**src/rtl/fsm_pattern_detector_if.sv**
```systemverilog
// fsm_pattern_detector_if: serial-stream and result bundle for the pattern detector
// master drives en/din/clr_cnt and observes results; slave is the detector side
interface fsm_pattern_detector_if #(
  parameter int PAT_LEN = 4,
  parameter int CNT_W = 8
);
  logic en;
  logic din;
  logic clr_cnt;
  logic y_mealy;
  logic y_moore;
  logic [$clog2(PAT_LEN)-1:0] state_o;
  logic [CNT_W-1:0] match_cnt;
  modport master (output en, din, clr_cnt, input y_mealy, y_moore, state_o, match_cnt);
  modport slave (input en, din, clr_cnt, output y_mealy, y_moore, state_o, match_cnt);
endinterface

```
**src/rtl/fsm_pattern_detector.sv**
```systemverilog
// fsm_pattern_detector: serial PATTERN detector with overlap mode, sample enable and saturating match counter
// Ports: clk; reset (sync, active-low); bus.slave: en, din, clr_cnt in; y_mealy, y_moore, state_o, match_cnt out
module fsm_pattern_detector #(
  parameter int PAT_LEN = 4,
  parameter logic [PAT_LEN-1:0] PATTERN = 4'b1011,
  parameter bit OVERLAP = 1'b1,
  parameter int CNT_W = 8
) (
  input logic clk,
  input logic reset,
  fsm_pattern_detector_if.slave bus
);
  localparam int SW = $clog2(PAT_LEN);
  localparam logic [SW-1:0] S0 = '0;
  localparam logic [SW-1:0] S_LAST = SW'(PAT_LEN - 1);
  // j-th pattern bit in arrival order
  function automatic logic pb(input int j);
    return 1'(PATTERN >> (PAT_LEN - 1 - j));
  endfunction
  // longest pattern prefix that ends the stream (first s pattern bits, then d), excluding a full match
  function automatic int fall(input int s, input logic d);
    int r;
    logic ok;
    r = 0;
    for (int k = 1; k < PAT_LEN && k <= s + 1; k++) begin
      ok = 1'b1;
      for (int j = 0; j < k; j++)
        if (((s + 1 - k + j) == s ? d : pb(s + 1 - k + j)) != pb(j)) ok = 1'b0;
      if (ok) r = k;
    end
    return r;
  endfunction
  // longest proper prefix of PATTERN that is also its suffix
  function automatic int border();
    int r;
    logic ok;
    r = 0;
    for (int k = 1; k < PAT_LEN; k++) begin
      ok = 1'b1;
      for (int j = 0; j < k; j++)
        if (pb(PAT_LEN - k + j) != pb(j)) ok = 1'b0;
      if (ok) r = k;
    end
    return r;
  endfunction
  localparam logic [SW-1:0] S_MATCH = OVERLAP ? SW'(border()) : S0;
  logic [SW-1:0] state;
  logic [SW-1:0] tbl [2**SW][2];
  logic match;
  logic moore;
  logic [CNT_W-1:0] cnt;
  // transition table is elaborated as constants; unreachable encodings fall back to S0
  for (genvar s = 0; s < 2**SW; s++) begin : g_s
    for (genvar d = 0; d < 2; d++) begin : g_d
      if (s < PAT_LEN) begin : g_live
        assign tbl[s][d] = SW'(fall(s, 1'(d)));
      end else begin : g_dead
        assign tbl[s][d] = S0;
      end
    end
  end
  assign match = reset & bus.en & (state == S_LAST) & (bus.din == PATTERN[0]);
  assign bus.y_mealy = match;
  assign bus.y_moore = moore;
  assign bus.state_o = state;
  assign bus.match_cnt = cnt;
  always_ff @(posedge clk) begin
    if (!reset) begin
      state <= S0;
      moore <= 1'b0;
      cnt <= '0;
    end else begin
      if (bus.en) begin
        state <= match ? S_MATCH : tbl[state][bus.din];
        moore <= match;
      end
      cnt <= bus.clr_cnt ? CNT_W'(match) : cnt + CNT_W'(match && cnt != '1);
    end
  end
endmodule

```
**src/flat_wrapper.sv**
```systemverilog
// flat-port wrapper written by rule: the top's interface ports become plain ports
module fsm_pattern_detector_flat 
#(
  parameter int PAT_LEN = 4,
  parameter logic [PAT_LEN-1:0] PATTERN = 4'b1011,
  parameter bit OVERLAP = 1'b1,
  parameter int CNT_W = 8
)
  (clk, reset, bus_en, bus_din, bus_clr_cnt, bus_y_mealy, bus_y_moore, bus_state_o, bus_match_cnt);
  fsm_pattern_detector_if #(.PAT_LEN(PAT_LEN), .CNT_W(CNT_W)) bus_i ();
  input logic clk;
  input logic reset;
  input wire logic [$bits(bus_i.en)-1:0] bus_en;
  input wire logic [$bits(bus_i.din)-1:0] bus_din;
  input wire logic [$bits(bus_i.clr_cnt)-1:0] bus_clr_cnt;
  output wire logic [$bits(bus_i.y_mealy)-1:0] bus_y_mealy;
  output wire logic [$bits(bus_i.y_moore)-1:0] bus_y_moore;
  output wire logic [$bits(bus_i.state_o)-1:0] bus_state_o;
  output wire logic [$bits(bus_i.match_cnt)-1:0] bus_match_cnt;
  assign bus_i.en = bus_en;
  assign bus_i.din = bus_din;
  assign bus_i.clr_cnt = bus_clr_cnt;
  assign bus_y_mealy = bus_i.y_mealy;
  assign bus_y_moore = bus_i.y_moore;
  assign bus_state_o = bus_i.state_o;
  assign bus_match_cnt = bus_i.match_cnt;
  fsm_pattern_detector #(.PAT_LEN(PAT_LEN), .PATTERN(PATTERN), .OVERLAP(OVERLAP), .CNT_W(CNT_W)) u_core (.clk(clk), .reset(reset), .bus(bus_i));
endmodule
```
**config.mk**
```make
export PLATFORM = sky130hd
export DESIGN_NAME = fsm_pattern_detector_flat
export DESIGN_NICKNAME = d
export VERILOG_FILES = /design/src/rtl/fsm_pattern_detector_if.sv /design/src/rtl/fsm_pattern_detector.sv /design/src/flat_wrapper.sv
export SDC_FILE = /design/constraint.sdc
export NUM_CORES = 1
export LEC_CHECK = 0
export ABC_AREA = 1
export ABC_CLOCK_PERIOD_IN_PS = 1500
export BUFFER_PORTS_ARGS = -buffer_cell sky130_fd_sc_hd__buf_2
export CAP_MARGIN = 20
export CORE_AREA = 2 2 39 41
export CTS_CLUSTER_DIAMETER = 40
export CTS_CLUSTER_SIZE = 40
export DETAILED_ROUTE_END_ITERATION = 10
export DIE_AREA = 0 0 41 43
export GPL_TIMING_DRIVEN = 0
export HOLD_SLACK_MARGIN = 0.1
export PLACE_DENSITY = 0.66
export SYNTH_ARGS = -nofsm -noshare
export SYNTH_HDL_FRONTEND = slang
export SYNTH_SLANG_ARGS = --single-unit
```
**constraint.sdc**
```tcl
create_clock -name clk -period 1.5 [get_ports clk]
set_input_delay 0.15 -clock clk [delete_from_list [all_inputs] [get_ports clk]]
set_output_delay 0.15 -clock clk [all_outputs]
set_load 0.05 [all_outputs]
```
## After elaboration in Yosys (flattened, before gate mapping)

Cells that the tools add are included.

- Register bits: 11
- Bits of input ports: 5
- Logic and storage cells: 25

- Add/sub/neg operators: 1
- Equality and inequality tests: 2
- Reduce and logical (&&, ||, !) cells: 2
- Mux-type cells: 8
- Bitwise gates (word level): 6
- $lt $le $gt $ge: 2

Operators by type and width:

| cell | count |
|---|---|
| $add 8x1->8 | 1 |
| $bmux 4 s2 | 1 |
| $mux 2 | 4 |
| $mux 4 | 2 |
| $ne 8x8->1 const B | 1 |
| $and 1x1->1 | 3 |
| $ge 3x3->1 const B | 1 |
| $not 2->3 | 1 |
| $eq 2x2->1 const B | 1 |
| $ge 2x2->1 const B | 1 |
| $not 1->2 | 1 |
| $reduce_or 2->1 | 1 |
| $logic_and 1x1->1 | 1 |
| $mux 1 | 1 |
| $not 1->1 | 1 |

## Depth between registers and ports, before layout

Gate-level depths: netlist of the first run.

- Depth after elaboration: 8
- Gate-level depth with buffers: 11
- Gate-level depth less buffers: 11

## Worst setup path after synthesis of the first run

No wires, ideal clock.

- Path type: register -> register
- From: register u_core.state[0] (netlist: u_core.bus.state_o[0])
- To: register u_core.cnt[4] (netlist: u_core.bus.match_cnt[4])
- Data required time: 1.430 ns
- Setup time: 0.070 ns
- Cell stages (with the launch flop): 11
- Buffers on the path: 0
- Setup slack: -0.786 ns
- Data arrival time: 2.216 ns
- Period minus slack after synthesis: 2.286 ns
- Cell sequence: dfxtp_1 nand2_1 nor2_2 nand2_1 inv_1 ha_1 ha_1 nand2_1 inv_1 nand2_1 a21oi_1

- Cells in the longest elaborated chain, start to end: 5

RTL lines:

| what | RTL line | source |
|---|---|---|
| start, declared | fsm_pattern_detector.sv:47 | `logic [SW-1:0] state;` |
| start signal, assigned | fsm_pattern_detector.sv:74 | `state <= match ? S_MATCH : tbl[state][bus.din];` |
| $eq 2x2->1 | fsm_pattern_detector.sv:62 | `assign match = reset & bus.en & (state == S_LAST) & (bus.din == PATTERN[0]);` |
| $and 1x1->1 (2 in a row) | fsm_pattern_detector.sv:62 |  |
| via bus_y_mealy | flat_wrapper.sv:16 | `output wire logic [$bits(bus_i.y_mealy)-1:0] bus_y_mealy;` |
| $logic_and 1x1->1 | fsm_pattern_detector.sv:77 | `cnt <= bus.clr_cnt ? CNT_W'(match) : cnt + CNT_W'(match && cnt != '1);` |
| $add 8x1->8 | fsm_pattern_detector.sv:77 |  |
| end signal, assigned | fsm_pattern_detector.sv:77 |  |
| end, declared | fsm_pattern_detector.sv:51 | `logic [CNT_W-1:0] cnt;` |

The timed path passes the listed nets, and every way through them passes these cells.
A chain may end at the register's enable or synchronous reset.

## Final worst setup path of the first run

- From: register u_core.cnt[2] (netlist: u_core.bus.match_cnt[2])
- To: register u_core.cnt[2] (netlist: u_core.bus.match_cnt[2])

- Cells in the longest elaborated chain, start to end: 3

RTL lines:

| what | RTL line |
|---|---|
| $ne 8x8->1 | fsm_pattern_detector.sv:77 |
| $logic_and 1x1->1 | fsm_pattern_detector.sv:77 |
| $add 8x1->8 * | fsm_pattern_detector.sv:77 |

Mark *: on every way between the ends. The rest lies on a longest branch, timed or not.

==> results of run 1 <==
==> logic make-up (layout without fill, tap and decap cells) <==
group | after synthesis | after routing | share of synthesized area
compound gates | 8 | 8 | 0.07971
xor+xnor | 1 | 1 | 0.01691
fa+ha+maj | 2 | 2 | 0.04830
buf+inv | 11 | 33 | 0.07971
flops | 11 | 11 | 0.4251
simple gates | 39 | 39 | 0.3502
==> sequential cells by signal, indices dropped and copies added (netlist names) <==
signal and cells:
u_core.bus.match_cnt 8, u_core.bus.state_o 2, u_core.bus.y_moore 1
==> synthesized netlist by cell type <==
cell / count
nand2_1: 15
nor2_1: 13
dfxtp_1: 11
inv_1: 9
nand3_1: 5
a21oi_1: 3
ha_1: 2
inv_2: 2
nand2_2: 2
nor2_4: 2
o21ai_0: 2
o21ai_1: 2
nor2_2: 1
nor3_2: 1
o22ai_1: 1
xor2_1: 1
==> per-stage QoR <==
| stage | cell area [µm²] | worst slack, ps | util | setup TNS [ps] |
|---|---|---|---|---|
| CTS | 719.4 | 66.21 | 0.5199 | 0 |
| global route | 732.0 | -3.958 | 0.5289 | -3.958 |
| floorplan | 585.6 | -145.0 | - | -586.0 |
| finish | 732.0 | 106.0 | 0.5289 | 0 |
| detailed placement | 685.7 | 13.64 | 0.4955 | 0 |
| global placement | 685.7 | 53.46 | 0.4955 | 0 |
==> area by class of cell <==
| cell class | instances | area [µm²] | share of cell area |
|---|---|---|---|
| Clock buffer | 4 | 26.28 | 0.03590 |
| Inverter | 11 | 41.29 | 0.05641 |
| Multi-Input combinational cell | 50 | 304.0 | 0.4154 |
| Sequential cell | 11 | 245.2 | 0.3350 |
| Tap cell | 16 | 20.02 | 0.02735 |
| Timing Repair Buffer | 18 | 95.09 | 0.1299 |
==> where the power goes <==
group,internal [mW],switching (mW),leakage (nW)
sequential,0.289,0.00407,0.0953
combinational,0.0143,0.0345,0.210
clock,0.103,0.0999,0.0150
==> worst max-delay path, stage by stage, from the launching register on <==
cell and delay [ps]:
dfxtp_4 370, nand2_2 60, nor2_4 110, nand2_1 60
nand2_1 70, inv_2 40, ha_4 160, ha_4 160
nand2_2 80, inv_2 40, nor3_2 160
==> final timing paths <==
path                            slack [ps]                      end  cells after the start               startpoint
worst min register to register         460  u_core.bus.match_cnt[4]                      2  u_core.bus.match_cnt[4]
worst max register to register         110  u_core.bus.match_cnt[2]                     10  u_core.bus.match_cnt[2]
worst min-delay path                   120  u_core.bus.match_cnt[0]                      3              bus_clr_cnt
worst max-delay path                   110  u_core.bus.match_cnt[2]                     10  u_core.bus.match_cnt[2]
==> routing by layer <==
metal  track usage  vias up  part of all wire
met5             0        -                 0
met4        0.1600        0             0.046
met3       0.04712        4             0.063
met2        0.1875       15              0.43
met1        0.1601      202              0.46
li1              -      273                 -
==> what timing repair did <==
| action | 4_1_cts | 5_1_grt |
|---|---|---|
| resized for setup | 0 | 2 |
| cloned | 0 | 0 |
| endpoints found under the setup margin | 1 | 2 |
| setup buffers | 1 | 1 |
| pin swaps | 1 | 1 |
==> metrics, run 1 <==
count of pins over their slew limit 0; Startpoint Class register; GRT Overall Usage 0.1433; critical path arrival 1580 ps; fraction of layout cells with a size suffix above 1 0.5000; setup violators final 0; CTS Buf Count 3; Finished Layout Cells 110; largest net degree at the start of global routing 7; vias 494; # diodes 0; Fin. Hold Viols 0; Die H 43 µm; max-cap violation count 0; critical path type reg2reg; Avg Inst Size Synth 7.194 µm²; Yosys top cell area share 0.4251; period utilization 0.9293; Remaining Overflow, GRT 0; maximum clock rate 717.4 MHz; DRC Markers 0; worst rel slew slack 0.8327; Clock H-tree levels 1; Clock Latency Late Sink 270 ps; Post-Syn Area 518.0 µm²; Area Growth Syn to Fin 41.30%; cts hold-fix bufs 0; Avg WL per Cell 9.045 µm; Clock Skews 2.052 ps; root buf cell clkbuf_4; Worst IR Drop VDD 540.2 µV; initial core utilization 0.3743; status finished clean; Max FO, Critical Path 5; Detail Route Antenna Nets 0; top cell type by total area after synthesis dfxtp_1; hpwl dp 787.6 µm; Iter 0 DRT Violations 3; WL final 995 µm; FP Rows 14; Core Area 1384 µm²; CTS tree yes; Cell Pwr Density 744.4 nW/µm²; DR vias/cell 4.491; Leak Pwr 0.3203 nW; Max Root-Sink Buffers 2; # fillers 137; crit end category register; Worst EP required 1690 ps; syn_nets 79; NumNets Final 102; Die Width 41 µm; Hold WC Path Type in2reg; Post-Syn Instances 72; Distinct cells, synth 16; DR pass1 iterations 4; commonest non-fill, non-tap cells in the layout buf_2 (16), nand2_1 (13), nor2_1 (13); WHS 118.3 ps; Cells after DPL 104; first-pass GRT wire length 1559 µm; post-synthesis register bit count 11; vias in the first global route 399; most common cell after layout, fill and taps aside buf_2; sequential-to-total area share from yosys stat 0.4251; Synth area leaders dfxtp_1 (43%), nand2_1 (11%), nor2_1 (9.4%); Period minus WS final 1394 ps; clock sink count 11; Power Total 544.8 µW; Slew @ Worst Pin 252.7 ps; GPL Wtd Cong 0.6534; antenna violations before repair 0; die area 1763 µm²; Ports 17; number of port buffers 16; clock slew at reported path FFs 70 ps; Warnings, synthesis 0
No activity file was read; power rests on OpenSTA's default activity.
==> inputs of run 2 (changes only) <==
--- a/config.mk
+++ b/config.mk
@@ -6,7 +6,7 @@
 export NUM_CORES = 1
 export LEC_CHECK = 0
 export ABC_AREA = 1
-export ABC_CLOCK_PERIOD_IN_PS = 1500
+export ABC_CLOCK_PERIOD_IN_PS = 1400
 export BUFFER_PORTS_ARGS = -buffer_cell sky130_fd_sc_hd__buf_2
 export CAP_MARGIN = 20
 export CORE_AREA = 2 2 39 41
@@ -16,7 +16,6 @@
 export DIE_AREA = 0 0 41 43
 export GPL_TIMING_DRIVEN = 0
 export HOLD_SLACK_MARGIN = 0.1
-export PLACE_DENSITY = 0.66
 export SYNTH_ARGS = -nofsm -noshare
 export SYNTH_HDL_FRONTEND = slang
 export SYNTH_SLANG_ARGS = --single-unit
==> constraint.sdc (replaced) <==
create_clock -name clk -period 1.4 [get_ports clk]
set_input_delay 0.14 -clock clk [delete_from_list [all_inputs] [get_ports clk]]
set_output_delay 0.14 -clock clk [all_outputs]
set_load 0.05 [all_outputs]
==> run 2 against run 1 <==
  * Combinational power grew 13%
  * Maximum frequency grew 1.3%
  * Final cell count grew 3.6%
  * Sequential power grew 6.8%
  * First-iteration DRC count grew 100%
==> metrics, run 2 (same netlist as run 1, synthesis figures left out) <==
critical path's largest stage delay 380 ps (about the same); Final TNS setup 0 ps (unchanged); WL final 1036 µm (+4.1%); Die Width 41 µm (unchanged); Clock Skews 5.443 ps (+3.391 ps); Max FO, Critical Path 4 (-1); Period minus WS final 1376 ps (-18.36 ps); CP Buf/Inv Count 2 (unchanged); critical path arrival 1530 ps (-50 ps); Slew @ Worst Pin 250.7 ps (-2.014 ps); FP Rows 14 (unchanged); hpwl dp 748 µm (-5.0%); vias in the first global route 418 (+4.8%); CP cell instances nand2_2 -> nor2_1 -> nand2_2 -> nand2_2 -> inv_2 -> ha_4 -> ha_4 -> nand2_4 -> inv_4 -> nand2_2 -> a21oi_2; count of pins over their slew limit 0 (unchanged); initial core utilization 0.3743 (unchanged); GPL Wtd Cong 0.6579 (+0.69%); DR vias/cell 4.561 (+1.6%); design area 805.8 µm² (+10%); max-cap violation count 0 (unchanged); Ports 17 (unchanged); Startpoint Class register; Leak Pwr 0.3776 nW (+18%); clock sink count 11 (unchanged); die area 1763 µm² (unchanged); Iter 0 DRT Violations 6 (+3); antenna violations before repair 0 (unchanged); NumNets Final 106 (+3.9%); DR pass1 iterations 2 (-2); Fin. Hold Viols 0 (unchanged); CP Launch Point u_core.bus.match_cnt[6]; largest net degree at the start of global routing 7 (unchanged); Hold WC Path Type in2reg; fraction of layout cells with a size suffix above 1 0.5918 (+0.09184); final core occ 0.5823 (+0.05334); min-delay src bus_din; Cells after DPL 104 (unchanged); commonest non-fill, non-tap cells in the layout buf_2 (16), nor2_1 (13), nand2_1 (9); Cell Pwr Density 722.4 nW/µm² (-2.9%); crit end category register; CTS tree yes; status finished clean; final setup margin 24.34 ps (-81.64 ps); DRC Markers 0 (unchanged); Clock Latency Late Sink 260 ps (about the same); Worst IR Drop VDD 449.9 µV (-17%); Die H 43 µm (unchanged); Finished Layout Cells 114 (+3.6%); vias 520 (+5.3%); GRT Overall Usage 0.1391 (-0.004177); number of port buffers 16 (unchanged); clock slew at reported path FFs 70 ps (about the same); RR Startpoint u_core.bus.match_cnt[6]; Detail Route Antenna Nets 0 (unchanged); Worst path slowest cell dfxtp_4; Clock H-tree levels 1 (unchanged); critical path type reg2reg; worst rel slew slack 0.8340 (+0.001333); CP delay by family, top simple AND/OR/NAND/NOR gates; maximum clock rate 726.9 MHz (+1.3%); # fillers 139 (+1.5%); Core Area 1384 µm² (unchanged); Area Growth Syn to Fin 55.56%; period utilization 0.9826 (+0.05327); setup violators final 0 (unchanged); # diodes 0 (unchanged); most used cell, CP nand2_2; RSZ-0062 raised after global routing true; first-pass GRT wire length 1614 µm (+3.5%); Worst EP required 1560 ps (-130 ps); root buf cell clkbuf_4; most common cell after layout, fill and taps aside buf_2; Max Root-Sink Buffers 2 (unchanged); dpl cell area 685.7 µm² (unchanged); CTS Buf Count 3 (unchanged); Remaining Overflow, GRT 0 (unchanged); pre-CTS WS -29.00 ps (-42.63 ps); Largest register FFs 8 (unchanged); Avg WL per Cell 9.088 µm (+0.47%)
## run 2: changes by cell type in the layout (fill, tap and decap cells not counted), sizes merged
| cell | delta |
|---|---|
| buf | +3 |
| dlygate4sd3 | +1 |
## run 2: area by class of cell
| type | instances | area, µm² | share of cell area |
|---|---|---|---|
| multi-input cells | 50 | 340.3 | 0.4224 |
| flip-flops and latches | 11 | 247.7 | 0.3075 |
| repair buffers | 22 | 127.6 | 0.1584 |
| inverters | 11 | 43.79 | 0.05435 |
| clock buffers | 4 | 26.28 | 0.03261 |
| well taps | 16 | 20.02 | 0.02484 |
## run 2: worst paths after layout
path                                                 to  slack [ps]  cells after the start
worst max-delay path            u_core.bus.match_cnt[4]          20                     11
worst min-delay path              u_core.bus.state_o[0]         160                      3
worst max register to register  u_core.bus.match_cnt[4]          20                     11
worst min register to register  u_core.bus.match_cnt[4]         490                      2
## run 2: worst min-delay path: stages
cell	delay [ps]
buf_2	90
nor2_1	60
nor2_1	90
## run 2: what timing repair did
item,CTS,global route
endpoints found under the hold margin,1,0
setup buffers,1,4
pin swaps,1,10
resized for setup,1,13
endpoints found under the setup margin,3,5
hold buffers,1,0
## run 2: report_power, final
part | internal, mW | switching [mW]
combinational | 0.0174 | 0.0378
sequential | 0.308 | 0.00468
clock | 0.110 | 0.104
total | 0.435 | 0.147
## run 2: stage by stage
stage / power [mW] / hold WS [ps]
finish: 0.5821 / 158.8
global route: 0.6166 / 177.3
CTS: 0.6019 / 152.8
detailed placement: 0.3787 / 385.9
global placement: 0.3786 / 382.1
floorplan: 0.3602 / 243.1
## run 2: per-layer routing
metal / GRT usage / vias up / wire length [µm]
met5: 0 / - / 0
met4: 0.1200 / 0 / 19
met2: 0.1875 / 12 / 507
met3: 0.03141 / 2 / 56
met1: 0.1759 / 229 / 453
li1: - / 277 / -
